--- config.mk ---
export PLATFORM = sky130hd
export DESIGN_NAME = if_id_hazard_ctrl
export DESIGN_NICKNAME = d
export VERILOG_FILES = /design/src/rtl/if_id_hazard_ctrl.sv
export SDC_FILE = /design/constraint.sdc
export NUM_CORES = 1
export LEC_CHECK = 0
export ABC_AREA = 0
export CAP_MARGIN = 20
export CORE_ASPECT_RATIO = 0.9
export CORE_MARGIN = 2
export CORE_UTILIZATION = 47
export CTS_CLUSTER_SIZE = 12
export DETAILED_ROUTE_END_ITERATION = 10
export PLACE_DENSITY = 0.79
export SYNTH_ARGS = -nofsm -noshare
export SYNTH_HDL_FRONTEND = slang
export SYNTH_SLANG_ARGS = --single-unit
export TNS_END_PERCENT = 50
--- constraint.sdc ---
create_clock -name i_clk -period 2.81 [get_ports i_clk]
set_input_delay 0.562 -clock i_clk [delete_from_list [all_inputs] [get_ports i_clk]]
set_output_delay 0.562 -clock i_clk [all_outputs]
set_load 0.01 [all_outputs]
--- src/rtl/if_id_hazard_ctrl.sv ---
// -----------------------------------------------------------------------------
// if_id_hazard_ctrl
// Front-end pipeline controller for a 5-stage MIPS core. It decides, every
// cycle, whether the PC and IF/ID register advance, whether IF/ID is flushed,
// and whether a bubble goes into ID/EX. It covers three situations:
// load-use stalls, taken branch/jump redirects (with a programmable flush
// window) and instruction-memory wait states.
//
// Ports:
//   i_clk            clock, all state changes on the rising edge
//   i_reset          synchronous active-high reset
//   i_id_rs          rs field of the instruction in ID
//   i_id_rt          rt field of the instruction in ID
//   i_id_uses_rt     ID instruction reads rt as a source
//   i_id_ex_mem_read instruction in EX is a load
//   i_id_ex_rt       destination rt of the instruction in EX
//   i_redirect       branch taken / jump resolved in ID this cycle
//   i_imem_ready     instruction memory returns valid data this cycle
//   o_pc_write       PC load enable
//   o_if_id_write    IF/ID write enable
//   o_if_id_flush    IF/ID flush
//   o_id_ex_flush    bubble into ID/EX
//   o_state          FSM state: RUN=0, WAIT=1, FLUSH=2 (registered)
//   o_stall_cycles   saturating count of cycles with o_pc_write=0 (registered)
//   o_imem_timeout   sticky instruction-memory timeout flag (registered)
// -----------------------------------------------------------------------------
module if_id_hazard_ctrl #(
    parameter int FLUSH_CYCLES = 1,    // legal 1..15
    parameter int WAIT_TIMEOUT = 255,  // legal 1..255
    parameter int CNT_W        = 16
) (
    input  logic             i_clk,
    input  logic             i_reset,
    input  logic [4:0]       i_id_rs,
    input  logic [4:0]       i_id_rt,
    input  logic             i_id_uses_rt,
    input  logic             i_id_ex_mem_read,
    input  logic [4:0]       i_id_ex_rt,
    input  logic             i_redirect,
    input  logic             i_imem_ready,
    output logic             o_pc_write,
    output logic             o_if_id_write,
    output logic             o_if_id_flush,
    output logic             o_id_ex_flush,
    output logic [1:0]       o_state,
    output logic [CNT_W-1:0] o_stall_cycles,
    output logic             o_imem_timeout
);

    localparam logic [1:0] ST_RUN    = 2'd0;
    localparam logic [1:0] ST_WAIT   = 2'd1;
    localparam logic [1:0] ST_FLUSH  = 2'd2;
    localparam logic [1:0] ST_UNUSED = 2'd3;

    // The redirect cycle itself is the first flush cycle, so FLUSH state
    // only has to cover the remaining FLUSH_CYCLES-1 cycles.
    localparam logic [3:0]       FLUSH_LOAD = 4'(FLUSH_CYCLES - 1);
    localparam logic [7:0]       WAIT_MAX   = 8'(WAIT_TIMEOUT);
    localparam logic [CNT_W-1:0] STALL_MAX  = {CNT_W{1'b1}};

    logic [1:0]       r_state;
    logic [3:0]       r_flush_cnt;
    logic [7:0]       r_wait_cnt;
    logic [CNT_W-1:0] r_stall_cycles;
    logic             r_imem_timeout;

    logic [1:0]       w_state_nxt;
    logic [3:0]       w_flush_cnt_nxt;
    logic [7:0]       w_wait_cnt_nxt;
    logic             w_load_use;
    logic             w_pc_write;
    logic             w_if_id_write;
    logic             w_if_id_flush;
    logic             w_id_ex_flush;

    // Register 0 is hard-wired to zero, so a load targeting it never hazards.
    assign w_load_use = i_id_ex_mem_read && (i_id_ex_rt != 5'd0) &&
                        ((i_id_ex_rt == i_id_rs) ||
                         (i_id_uses_rt && (i_id_ex_rt == i_id_rt)));

    // State register plus the flush-window and wait counters.
    always_ff @(posedge i_clk) begin
        if (i_reset) begin
            r_state     <= ST_RUN;
            r_flush_cnt <= 4'd0;
            r_wait_cnt  <= 8'd0;
        end else begin
            r_state     <= w_state_nxt;
            r_flush_cnt <= w_flush_cnt_nxt;
            r_wait_cnt  <= w_wait_cnt_nxt;
        end
    end

    // Next-state and next-counter logic.
    always_comb begin
        w_state_nxt     = r_state;
        w_flush_cnt_nxt = r_flush_cnt;
        w_wait_cnt_nxt  = r_wait_cnt;
        case (r_state)
            ST_FLUSH: begin
                // The window only advances on cycles that actually deliver
                // an instruction; redirect and load-use are ignored here.
                if (i_imem_ready) begin
                    if (r_flush_cnt <= 4'd1) begin
                        w_state_nxt     = ST_RUN;
                        w_flush_cnt_nxt = 4'd0;
                    end else begin
                        w_flush_cnt_nxt = r_flush_cnt - 4'd1;
                    end
                end else begin
                    w_flush_cnt_nxt = r_flush_cnt;
                end
            end
            default: begin
                // RUN, WAIT and the unused encoding share the priority chain.
                if (w_load_use) begin
                    // Branch operands are not ready, so a coincident
                    // redirect is dropped; the bubble is re-evaluated
                    // next cycle.
                    w_state_nxt = (r_state == ST_WAIT) ? ST_WAIT : ST_RUN;
                end else if (i_redirect) begin
                    w_wait_cnt_nxt = 8'd0;
                    if (FLUSH_CYCLES == 1) begin
                        w_state_nxt     = ST_RUN;
                        w_flush_cnt_nxt = 4'd0;
                    end else begin
                        w_state_nxt     = ST_FLUSH;
                        w_flush_cnt_nxt = FLUSH_LOAD;
                    end
                end else if (!i_imem_ready) begin
                    w_state_nxt = ST_WAIT;
                    if (r_wait_cnt < WAIT_MAX) begin
                        w_wait_cnt_nxt = r_wait_cnt + 8'd1;
                    end else begin
                        w_wait_cnt_nxt = r_wait_cnt;
                    end
                end else begin
                    w_state_nxt    = ST_RUN;
                    w_wait_cnt_nxt = 8'd0;
                end
                // The unused encoding always recovers to RUN.
                if (r_state == ST_UNUSED) begin
                    w_state_nxt = ST_RUN;
                end else begin
                    w_state_nxt = w_state_nxt;
                end
            end
        endcase
    end

    // Control outputs, combinational from state and hazard inputs.
    always_comb begin
        w_pc_write    = 1'b1;
        w_if_id_write = 1'b1;
        w_if_id_flush = 1'b0;
        w_id_ex_flush = 1'b0;
        if (i_reset) begin
            w_pc_write    = 1'b0;
            w_if_id_write = 1'b0;
            w_if_id_flush = 1'b1;
            w_id_ex_flush = 1'b1;
        end else begin
            case (r_state)
                ST_FLUSH: begin
                    w_pc_write    = i_imem_ready;
                    w_if_id_write = i_imem_ready;
                    w_if_id_flush = 1'b1;
                    w_id_ex_flush = 1'b0;
                end
                default: begin
                    if (w_load_use || (!i_redirect && !i_imem_ready)) begin
                        // Freeze front end, bubble into ID/EX.
                        w_pc_write    = 1'b0;
                        w_if_id_write = 1'b0;
                        w_if_id_flush = 1'b0;
                        w_id_ex_flush = 1'b1;
                    end else if (i_redirect) begin
                        // Load the target and squash the wrong-path fetch.
                        w_pc_write    = 1'b1;
                        w_if_id_write = 1'b1;
                        w_if_id_flush = 1'b1;
                        w_id_ex_flush = 1'b0;
                    end else begin
                        w_pc_write    = 1'b1;
                        w_if_id_write = 1'b1;
                        w_if_id_flush = 1'b0;
                        w_id_ex_flush = 1'b0;
                    end
                end
            endcase
        end
    end

    // Stall statistics and the sticky timeout flag.
    always_ff @(posedge i_clk) begin
        if (i_reset) begin
            r_stall_cycles <= {CNT_W{1'b0}};
            r_imem_timeout <= 1'b0;
        end else begin
            if (!w_pc_write && (r_stall_cycles != STALL_MAX)) begin
                r_stall_cycles <= r_stall_cycles + CNT_W'(1);
            end else begin
                r_stall_cycles <= r_stall_cycles;
            end
            if (w_wait_cnt_nxt == WAIT_MAX) begin
                r_imem_timeout <= 1'b1;
            end else begin
                r_imem_timeout <= r_imem_timeout;
            end
        end
    end

    assign o_pc_write     = w_pc_write;
    assign o_if_id_write  = w_if_id_write;
    assign o_if_id_flush  = w_if_id_flush;
    assign o_id_ex_flush  = w_id_ex_flush;
    assign o_state        = r_state;
    assign o_stall_cycles = r_stall_cycles;
    assign o_imem_timeout = r_imem_timeout;

endmodule

Word level (Yosys, flattened, before mapping)
Index checks and enable logic that the tools add are counted.
{ "word_totals": {"register_bits": 31, "input_bits": 21, "output_inout_bits": 23, "word_cells": 62} }
{ "classes": {"addsub": 3, "order_cmp": 2, "eq_ne": 10, "n_mux": 28, "reduce_logical": 14} }
{ "ops": {"columns": ["cell", "n"], "rows": [
  ["$mux 8", 5],
  ["$mux 4", 5],
  ["$add 16x1->16 const B", 1],
  ["$ne 16x16->1 const B", 1],
  ["$mux 1", 14],
  ["$eq 5x5->1", 2],
  ["$add 8x1->8 const B", 1],
  ["$eq 8x8->1 const B", 1],
  ["$lt 8x8->1 const B", 1],
  ["$mux 2", 4],
  ["$logic_and 1x1->1", 5],
  ["$reduce_bool 5->1", 1],
  ["$eq 2x2->1 const B", 2],
  ["$le 4x1->1 const B", 1],
  ["$ne 2x2->1 const B", 2],
  ["$sub 4x1->4 const B", 1],
  ["$logic_not 1->1", 3],
  ["$reduce_and 3->1", 1],
  ["$eq 2x1->1 const B", 1],
  ["$logic_or 1x1->1", 2],
  ["$ne 2x1->1 const B", 1],
  ["$reduce_and 2->1", 1],
  ["$reduce_bool 2->1", 1]
]} }

Longest topological paths before layout
{ "logic_depth": {"ltp_word": 10, "depth_mapped": 8, "depth_no_buf": 8} }

Worst setup path after synthesis
OpenSTA, ideal clock, no wires.
{ "synth_timing": {"kind": "input to output", "start": "in i_id_ex_rt[1]", "end": "out o_pc_write", "arrival_ns": 2.027, "t_required_ns": 2.248, "path_slack_ns": 0.221, "stages": 5, "path_buffers": 2, "path_cell_list": "or4_1 > o21a_4 > a211oi_4 > buf_4 > buf_4"} }
{ "synth_via": {"elab_chain_cells": 8, "word_cells_on_any_way": 11, "cone_classes": "eq/ne (2); mux (3); reduce/logical (6)"} }
{ "synth_lines": {"columns": ["item", "line", "source"], "rows": [
  ["from (decl)", "38", "input logic [4:0] i_id_ex_rt,"],
  ["$eq 5x5->1", "79", "(i_id_uses_rt && (i_id_ex_rt == i_id_rt)));"],
  ["$logic_and 1x1->1", "79", null],
  ["$logic_or 1x1->1", "78", "((i_id_ex_rt == i_id_rs) ||"],
  ["$logic_and 1x1->1 *", "77", "assign w_load_use = i_id_ex_mem_read && (i_id_ex_rt != 5'd0) &&"],
  ["$logic_or 1x1->1 *", "171", "if (w_load_use || (!i_redirect && !i_imem_ready)) begin"],
  ["$mux 1 * (3 in series)", null, null],
  ["to (decl)", "41", "output logic o_pc_write,"]
]} }
Every way passes the cells marked *; elsewhere a longest branch is shown, timed or not.

Worst setup path in the final report
{ "layout_timing": {"start": "in i_id_ex_rt[1]", "end": "out o_if_id_flush"} }
{ "layout_via": {"elab_chain_cells": 8, "word_cells_on_any_way": 11, "cone_classes": "eq/ne (2); mux (3); reduce/logical (6)"} }
{ "layout_lines": {"columns": ["item", "line", "source"], "rows": [
  ["$eq 5x5->1", "79", null],
  ["$logic_and 1x1->1", "79", null],
  ["$logic_or 1x1->1", "78", null],
  ["$logic_and 1x1->1 *", "77", null],
  ["$logic_or 1x1->1 *", "171", null],
  ["$mux 1 *", "171", null],
  ["$mux 1 *", "163", "case (r_state)"],
  ["$mux 1 *", "157", "if (i_reset) begin"],
  ["to (decl)", "43", "output logic o_if_id_flush,"]
]} }
Marks and branches as above.

==> results.md <==
- Reg-to-Reg Start: r_wait_cnt[0]$_SDFF_PP0_
- Synthesized area: 0.00152 sq mm
- Fmax: 363 MHz
- Synth Flop Type: dfxtp_1
- I/O pin count: 44
- Core Region: 0.00307 sq mm
- Outcome: finished clean
- Met1 usage: 0.269
- Critical path arrival: 2.19 ns
- Cell variety after synth: 47
- Placed Cells: 274
- Design area: 0.00213 sq mm
- Synthesized area per cell: 8.28 sq um
- Ranking of synthesized cells by area: dfxtp_1, xnor2_1, nor2_1, nand2_1, nand3_1
- RSZ-0062 raised after global routing: yes
- Routability cong.: 0.965
- Die ar.: 0.00371 sq mm
- GR peak layer: met2
- Setup crit end: o_if_id_flush
- EDFF count, synth: 0
- Seq/Total Area, Yosys: 0.342
- Setup TNS: 0 ns
- P_leak: 0.767 nW
- Max VDD drop: 0.412 mV
- FP Rows: 19
- Met3 usage in global routing: 0.0330
- Data required, critical path: 2.25 ns
- Pwr dens: 364 mW/mm^2
- CP startpoint kind: input port
- Clock power share: 0.327
- Internal power: 0.596 mW
- Critical path class: in2out
- H-Tree Depth: 1
- Worst hold path type: reg2reg
- Crit end category: output port
- Inserted Clock Buffers: 3
- DP HPWL: 2.82 mm
- Die H: 58 um
- Pre-antenna DRT Iters: 4
- Final #Nets: 262
- NetSw: 0.180 mW
- Sw Ratio: 0.232
- Setup Viol. Count Final: 0
- Largest net degree at the start of global routing: 21
- Wirelength per Cell: 13.2 um
- Max Fanout on Critical Path: 6
- Synth-to-layout area growth: 40.2%
- Post-Route Skew: 0.00673 ns
- Final Non-Filler Cells: 280
- DP Area: 0.00206 sq mm
- Vias per Instance: 5.35
- Clock Latency Late Sink: 0.32 ns
- Flop pwr share: 0.492
- Worst setup startpoint: i_id_ex_rt[1]
- Remaining DRCs: 0
- Total gr overflow: 0
- Asr flop ratio synth: 0
- Drt total wl: 3.68 mm
- Place WS: -0.376 ns
- Critical path cell sequence: clkdlybuf4s50_1 > or4_4 > o21a_4 > buf_4 > nand2_4 > a21o_1 > clkdlybuf4s15_1
- Fill cells: 232
- Share of the synthesized area in the top cell type: 0.342
- Setup ws final: 0.0541 ns
- Vias in the first global route: 1,436
- Root Driver: clkbuf_4
- Syn Nets: 207
- Post-route ant nets: 0
- YS warnings: 0
- Count leader, synth: nor2_1
- Reg2reg path depth: 8
- Initial antenna violation count: 0
- Ant. Diodes: 0
- 1st-iter DRT viols: 94
- Final Hold Fails: 0
- Reg2Reg Setup Slack: 0.36 ns
- Initial core utilization: 0.497
- CTS clock-pin slew for the worst setup and hold paths: 0.14 ns
- Most frequent cells after synthesis: nor2_1, dfxtp_1, xnor2_1
- Synth Instances: 184
- Via count: 1,497
- Period utilization: 0.981
- Layout cells sized above 1: 0.147
- Hold slack: 0.475 ns
- GRT Util Overall: 0.209
- Met2 usage: 0.351
- Max-cap viol count: 0
- CP max stage cell: clkdlybuf4s50_1
- #FFs+latches synth: 26
- CTS tree: built
- Final min period: 2.76 ns
- Die Wd: 64 um
- Global-route wire length before repair: 6.28 mm
- Final Max Tran Viols: 0
- Cell taking the most area after synthesis: dfxtp_1
- CTS Sinks: 26
- Max incr delay on CP: 0.42 ns
- Worst r2r dst: o_imem_timeout$_SDFFE_PP0N_
- Comb power frac: 0.180
- Port Buffers: 42
- Clock Tree Buf Depth: 2
==> critical path, delay by kind of cell <==
family	cells	cell delay, ns
AND/OR/NAND/NOR	2	0.48
buffers and inverters	3	0.81
AO/OA/AOI/OAI	2	0.35
==> power by group through the flow <==
stage | registers [mW] | logic (mW) | clock network [mW]
global placement | 0.389 | 0.133 | 0
detailed placement | 0.390 | 0.136 | 0
finish | 0.382 | 0.140 | 0.254
global route | 0.383 | 0.151 | 0.275
CTS | 0.382 | 0.135 | 0.261
floorplan | 0.391 | 0.0650 | 0
==> metrics by stage <==
step                utilization  power [mW]
floorplan                     -       0.456
global placement          0.670       0.522
detailed placement        0.670       0.525
CTS                       0.687       0.778
finish                    0.696       0.776
global route              0.696       0.809
==> cell usage in the layout (no fill, tap or decap), drive strengths merged, types with 3 or more instances in the layout <==
cell           synthesis  layout
clkdlybuf4s50          0      35
nor2                  28      28
dfxtp                 26      26
xnor2                 24      24
buf                    5      20
nand2                 14      14
nand3                  9       9
a21oi                  9       9
nor3                   8       8
o21ai                  6       6
nor4                   6       6
nand4                  4       4
inv                    4       4
nor4b                  3       3
clkbuf                 4       3
dlygate4sd2            0       3
==> state kept, by name, summed over array words and instances (netlist names) <==
register        cells
r_wait_cnt          8
o_imem_timeout      1
o_state             1
o_stall_cycles     16
==> kinds of logic after synthesis <==
family                     share of synthesized area
DFF                                            0.342
muxes                                        0.00657
buffers and inverters                         0.0444
AOI/OAI and AO/OA                              0.157
adders and majority gates                     0.0164
other                                        0.00246
and+or+nand+nor                                0.293
xor gates and xnor gates                       0.138
==> how the worst min path moves through the flow <==
stage / startpoint / to / cells after the start
after global placement: o_imem_timeout$_SDFFE_PP0N_ / o_imem_timeout$_SDFFE_PP0N_ / 2
after detailed placement: o_imem_timeout$_SDFFE_PP0N_ / o_imem_timeout$_SDFFE_PP0N_ / 2
final: o_imem_timeout$_SDFFE_PP0N_ / o_imem_timeout$_SDFFE_PP0N_ / 2
after CTS: o_imem_timeout$_SDFFE_PP0N_ / o_imem_timeout$_SDFFE_PP0N_ / 2
after floorplan: r_wait_cnt[6]$_SDFF_PP0_ / r_wait_cnt[6]$_SDFF_PP0_ / 2
after global routing: o_imem_timeout$_SDFFE_PP0N_ / o_imem_timeout$_SDFFE_PP0N_ / 2
==> per-layer routing <==
metal | share of wire | vias to the layer above
met3 | 0.033 | 7
met5 | 0 | -
met2 | 0.50 | 37
met4 | 0.011 | 0
li1 | - | 757
met1 | 0.46 | 696
==> area by class of cell <==
cell class | instances | area [sq um] | area share
Inverter | 4 | 15.0 | 0.00703
Timing Repair Buffer | 59 | 536 | 0.251
Clock buffer | 3 | 22.5 | 0.0106
Sequential cell | 26 | 520 | 0.244
Multi-Input combinational cell | 145 | 958 | 0.449
Clock inverter | 1 | 30.0 | 0.0141
Tap cell | 42 | 52.6 | 0.0246
==> timing repair <==
| item | CTS | global route |
|---|---|---|
| gates resized for setup | 19 | 3 |
| hold buffers | 0 | 0 |
| pin swaps | 3 | 3 |
| setup buffers | 1 | 1 |
| setup endpoints to repair | 4 | 3 |
No activity file was read; power rests on OpenSTA's default activity.
